`config.mk`:
```
export PLATFORM = sky130hd
export DESIGN_NAME = mesi_isc_breq_arb
export DESIGN_NICKNAME = d
export VERILOG_FILES = /design/src/rtl/mesi_isc_breq_arb.sv
export SDC_FILE = /design/constraint.sdc
export NUM_CORES = 1
export LEC_CHECK = 0
export ABC_AREA = 1
export ABC_CLOCK_PERIOD_IN_PS = 3600
export CAP_MARGIN = 20
export CORE_UTILIZATION = 45
export DETAILED_ROUTE_END_ITERATION = 8
export PLACE_DENSITY_LB_ADDON = 0.1
export RECOVER_POWER = 100
export SYNTH_ARGS = -nofsm -noshare
export SYNTH_HDL_FRONTEND = slang
export SYNTH_SLANG_ARGS = --single-unit
export TNS_END_PERCENT = 50
```
`constraint.sdc`:
```
create_clock -name clk -period 3.6 [get_ports clk]
set_input_delay 0.36 -clock clk [delete_from_list [all_inputs] [get_ports clk]]
set_output_delay 0.36 -clock clk [all_outputs]
set_load 0.01 [all_outputs]
```
`src/rtl/mesi_isc_breq_arb.sv`:
```
// MESI ISC broadcast-request front end: round-robin capture of
// WR_BROAD/RD_BROAD requests from four CPU ports into a shared queue.
module mesi_isc_breq_arb #(
  parameter int ADDR_WIDTH     = 32,
  parameter int MBUS_CMD_WIDTH = 3,
  parameter int FIFO_DEPTH     = 4
) (
  input  logic                            clk,
  input  logic                            rst,
  input  logic [4*MBUS_CMD_WIDTH-1:0]     mbus_cmd_i,
  input  logic [4*ADDR_WIDTH-1:0]         mbus_addr_i,
  output logic [3:0]                      mbus_ack_o,
  output logic                            breq_valid_o,
  input  logic                            breq_ready_i,
  output logic [1:0]                      breq_id_o,
  output logic [MBUS_CMD_WIDTH-1:0]       breq_cmd_o,
  output logic [ADDR_WIDTH-1:0]           breq_addr_o,
  output logic [$clog2(FIFO_DEPTH):0]     fifo_count_o,
  output logic                            fifo_full_o
);

  localparam int PW = $clog2(FIFO_DEPTH);
  localparam int CW = PW + 1;

  localparam logic [MBUS_CMD_WIDTH-1:0] CMD_WR_BROAD =
    MBUS_CMD_WIDTH'(3);
  localparam logic [MBUS_CMD_WIDTH-1:0] CMD_RD_BROAD =
    MBUS_CMD_WIDTH'(4);

  logic [MBUS_CMD_WIDTH-1:0] cmd_a [4];
  logic [ADDR_WIDTH-1:0]     addr_a [4];

  logic [3:0]    ack_q, ack_d;
  logic [1:0]    rr_q, rr_d;
  logic [PW-1:0] wr_q, wr_d;
  logic [PW-1:0] rd_q, rd_d;
  logic [CW-1:0] cnt_q, cnt_d;

  logic [1:0]                id_mem   [FIFO_DEPTH];
  logic [MBUS_CMD_WIDTH-1:0] cmd_mem  [FIFO_DEPTH];
  logic [ADDR_WIDTH-1:0]     addr_mem [FIFO_DEPTH];

  logic [3:0] req;
  logic       empty;
  logic       full;
  logic       pop;
  logic       push;
  logic [1:0] win;
  logic [1:0] idx;
  logic       found;

  always_comb begin
    for (int p = 0; p < 4; p++) begin
      cmd_a[p]  = mbus_cmd_i[p*MBUS_CMD_WIDTH +: MBUS_CMD_WIDTH];
      addr_a[p] = mbus_addr_i[p*ADDR_WIDTH +: ADDR_WIDTH];
    end
  end

  // A port still holding its command in the ack cycle is masked,
  // so each held request yields exactly one queue entry.
  always_comb begin
    for (int p = 0; p < 4; p++) begin
      req[p] = ((cmd_a[p] == CMD_WR_BROAD) ||
                (cmd_a[p] == CMD_RD_BROAD)) && !ack_q[p];
    end
  end

  assign empty = (cnt_q == '0);
  assign full  = (cnt_q == CW'(FIFO_DEPTH));
  assign pop   = !empty && breq_ready_i;
  assign push  = (|req) && (!full || pop);

  // Search starts one past the last grant and wraps 3 -> 0.
  always_comb begin
    win   = rr_q;
    idx   = rr_q;
    found = 1'b0;
    for (int k = 1; k <= 4; k++) begin
      idx = rr_q + 2'(k);
      if (!found && req[idx]) begin
        win   = idx;
        found = 1'b1;
      end
    end
  end

  always_comb begin
    ack_d = 4'b0000;
    rr_d  = rr_q;
    wr_d  = wr_q;
    rd_d  = rd_q;
    cnt_d = cnt_q;
    if (push) begin
      ack_d = 4'b0001 << win;
      rr_d  = win;
      wr_d  = wr_q + PW'(1);
    end
    if (pop) begin
      rd_d = rd_q + PW'(1);
    end
    unique case ({push, pop})
      2'b10:   cnt_d = cnt_q + CW'(1);
      2'b01:   cnt_d = cnt_q - CW'(1);
      default: cnt_d = cnt_q;
    endcase
  end

  always_ff @(posedge clk or negedge rst) begin
    if (!rst) begin
      ack_q <= 4'b0000;
      rr_q  <= 2'd3;
      wr_q  <= '0;
      rd_q  <= '0;
      cnt_q <= '0;
    end else begin
      ack_q <= ack_d;
      rr_q  <= rr_d;
      wr_q  <= wr_d;
      rd_q  <= rd_d;
      cnt_q <= cnt_d;
    end
  end

  // Storage needs no reset: head fields are gated by the count.
  always_ff @(posedge clk) begin
    if (push) begin
      id_mem[wr_q]   <= win;
      cmd_mem[wr_q]  <= cmd_a[win];
      addr_mem[wr_q] <= addr_a[win];
    end
  end

  assign mbus_ack_o   = ack_q;
  assign breq_valid_o = !empty;
  assign breq_id_o    = empty ? '0 : id_mem[rd_q];
  assign breq_cmd_o   = empty ? '0 : cmd_mem[rd_q];
  assign breq_addr_o  = empty ? '0 : addr_mem[rd_q];
  assign fifo_count_o = cnt_q;
  assign fifo_full_o  = full;

endmodule

```
==> impl_metrics.env <==
export IMPL_cp_arrival_ns=3.18
export IMPL_cts_max_level=4
export IMPL_grt_pass1_vias=6889
export IMPL_areaGrowthSynthToFinish_pct=32.4
export IMPL_start_util_pct=46.2
export IMPL_finClkSkew_ns=0.00851
export IMPL_period_share_pct=87.3
export IMPL_critPathLaunch="mbus_cmd_i[6]"
export IMPL_tightest_slew_ns=1.32
export IMPL_critical_path_buf_inv_count=3
export IMPL_io_buffers=188
export IMPL_cp_start_kind="input port"
export IMPL_worstSetupPathType="input port to flip-flop"
export IMPL_rows=49
export IMPL_yosysWarningCount=0
export IMPL_hold_buffers=0
export IMPL_post_cts_buffers=0
export IMPL_die_width_um=138
export IMPL_final_cell_mix="187 x nand3_1, 160 x nor2_1, 148 x edfxtp_1, 141 x clkdlybuf4s50_1, 137 x nand2_1"
export IMPL_max_cap_violations=0
export IMPL_grt_max_degree=76
export IMPL_cts_reportedPaths_clkPinSlew_ns=0.06
export IMPL_crit_end="addr_mem[2][27]"
export IMPL_yosys_area_top_type="edfxtp_1"
export IMPL_synth_area_top_cells="edfxtp_1 53%, nand3_1 11%, nor2_1 7.2%"
export IMPL_cts_repair_resized=0
export IMPL_synth_cells=959
export IMPL_place_congestion=0.925
export IMPL_path_max_fanout=33
export IMPL_synthFlopType="edfxtp_1"
export IMPL_path_depth=8
export IMPL_diodes=0
export IMPL_ys_seq_elements=161
export IMPL_via_per_inst=5.28
export IMPL_numCtsBuffers=17
export IMPL_dieArea_um2=19100
export IMPL_synth_avg_cell_area_um2=8.71
export IMPL_core_area_um2=18100
export IMPL_violations="design-rule violations"
export IMPL_critPathTopFamily="buffers and inverters"
export IMPL_cpPeakStageDelay_ns=0.82
export IMPL_slew_limit_headroom_pct=12.3
export IMPL_cp_required_ns=3.64
export IMPL_reg2regPathDepth=11
export IMPL_final_common_cell="nand3_1"
export IMPL_ant_nets=0
export IMPL_drc=6
export IMPL_drt_wirelength_per_cell_um=17.3
export IMPL_r2r_start="rr_q[0]"
export IMPL_clock_latency_ns=0.42
export IMPL_setup_viol_count_final=0
export IMPL_slowest_stage="clkbuf_2"
export IMPL_crit_chain="dlygate4sd3_1 -> o21ai_0 -> nand3_1 -> o2111a_1 -> nor2_1 -> inv_1 -> nor2_1 -> clkbuf_2"
export IMPL_initialDrtViolationCount=544
export IMPL_outcome="finished, violations left"
export IMPL_io_pins=189
export IMPL_drv_slew=0
export IMPL_hpwl_um=16400
export IMPL_path_common_cell="nor2_1"
export IMPL_finalHoldViolCount=0
export IMPL_drive_above_1_share_pct=5.88
export IMPL_syn_nets=1108
export IMPL_num_nets_final=1275
export IMPL_seq_area_frac_synth_pct=57.2
export IMPL_r2r_end="cmd_mem[1][1]"
export IMPL_cts_root_buf="clkbuf_16"
export IMPL_cts_tree="yes"
export IMPL_clockBufferDepth=2
export IMPL_rsz0062_at_grt="no"
export IMPL_r2r_setup_slack_ns=0.64
export IMPL_gr_total_overflow=0
export IMPL_critPathCaptureType="flip-flop"
export IMPL_grt_pass1_wl_um=37500
export IMPL_clkSinkCount=161
export IMPL_max_clock_freq_mhz=318
export IMPL_synthesis_area_um2=8350
export IMPL_antenna_found_initial=0
export IMPL_layout_filler_cells=1564
export IMPL_synth_edf_count=148
export IMPL_grt_usage_pct=25.6
export IMPL_ys_types=28
export IMPL_vias=7221
export IMPL_finalSetupTns_ns=0
export IMPL_ys_async_sr_fraction_pct=8.07
export IMPL_drt_pass1_iterations=7
export IMPL_synth_top_area_share_pct=53.2
export IMPL_period_needed_ns=3.14
export IMPL_die_h_um=138
export IMPL_routed_wl_um=23700
export IMPL_min_path_type="input port to async pin"
[state kept, by name, indices dropped and copies added, names as in the netlist]
signal        cells
mbus_ack_o        4
fifo_count_o      3
wr_q              2
rd_q              2
rr_q              2
cmd_mem          12
id_mem            8
addr_mem        128
[worst min-delay path by stage]
stage / start / end / slack (ns) / cells after the start
2_1_floorplan: rst / fifo_count_o[0] / 0.06 / 0
3_3_place_gp: wr_q[0] / wr_q[0] / 0.53 / 1
3_5_place_dp: wr_q[0] / wr_q[0] / 0.54 / 1
4_1_cts: rst / mbus_ack_o[0] / 0.34 / 1
5_1_grt: rst / mbus_ack_o[3] / 0.44 / 1
6_report: rst / mbus_ack_o[0] / 0.41 / 1
[stage by stage]
step	cells	util, %	setup WS (ns)	hold WS (ns)	instance area (µm²)
2_1_floorplan	959	-	0.262	0.0644	8350
3_3_place_gp	1336	58.3	0.647	0.527	10500
3_5_place_dp	1336	58.3	0.581	0.536	10500
4_1_cts	1368	61.5	0.575	0.339	11100
5_1_grt	1368	61.1	0.208	0.445	11100
6_report	1368	61.1	0.457	0.411	11100
[Yosys cell counts, types with 8 or more instances]
cell type  number
nand3_1       187
nor2_1        161
edfxtp_1      148
nand2_1       137
inv_1          91
o21ai_0        77
a21oi_1        39
clkbuf_1       30
buf_2          21
dfrtp_1        11
buf_1          10
nand4_1         8
[per-layer routing]
layer | vias to the layer above | part of all wire [%] | GRT usage (%) | wire, µm
li1 | 3560 | - | - | -
met1 | 3346 | 43 | 34.6 | 10200
met2 | 294 | 48 | 41.9 | 11400
met3 | 21 | 7.4 | 5.72 | 1750
met4 | 0 | 1.3 | 6.39 | 318
met5 | - | 0 | 0 | 0
[kinds of logic (layout without fill, tap and decap cells)]
family	Yosys count	in the layout	synth area share, %
and+or+nand+nor	503	503	26.1
DFF	161	161	57.2
buffers and inverters	161	341	7.69
AOI/OAI and AO/OA	123	123	7.45
adders and majority gates	6	6	0.989
xor gates and xnor gates	5	5	0.615
[layout make-up]
| cell class | instances | area, µm² | share of cell area, % |
|---|---|---|---|
| well taps | 229 | 287 | 2.59 |
| flip-flops and latches | 161 | 4770 | 43.2 |
| clock inverters | 15 | 158 | 1.43 |
| repair buffers | 211 | 2100 | 19.0 |
| multi-input cells | 637 | 2940 | 26.6 |
| inverters | 98 | 368 | 3.33 |
| clock buffers | 17 | 425 | 3.85 |
Power is left out: the tool's default activity adds up to more than one toggle a clock period on the data nets, which glitch-free logic cannot reach.
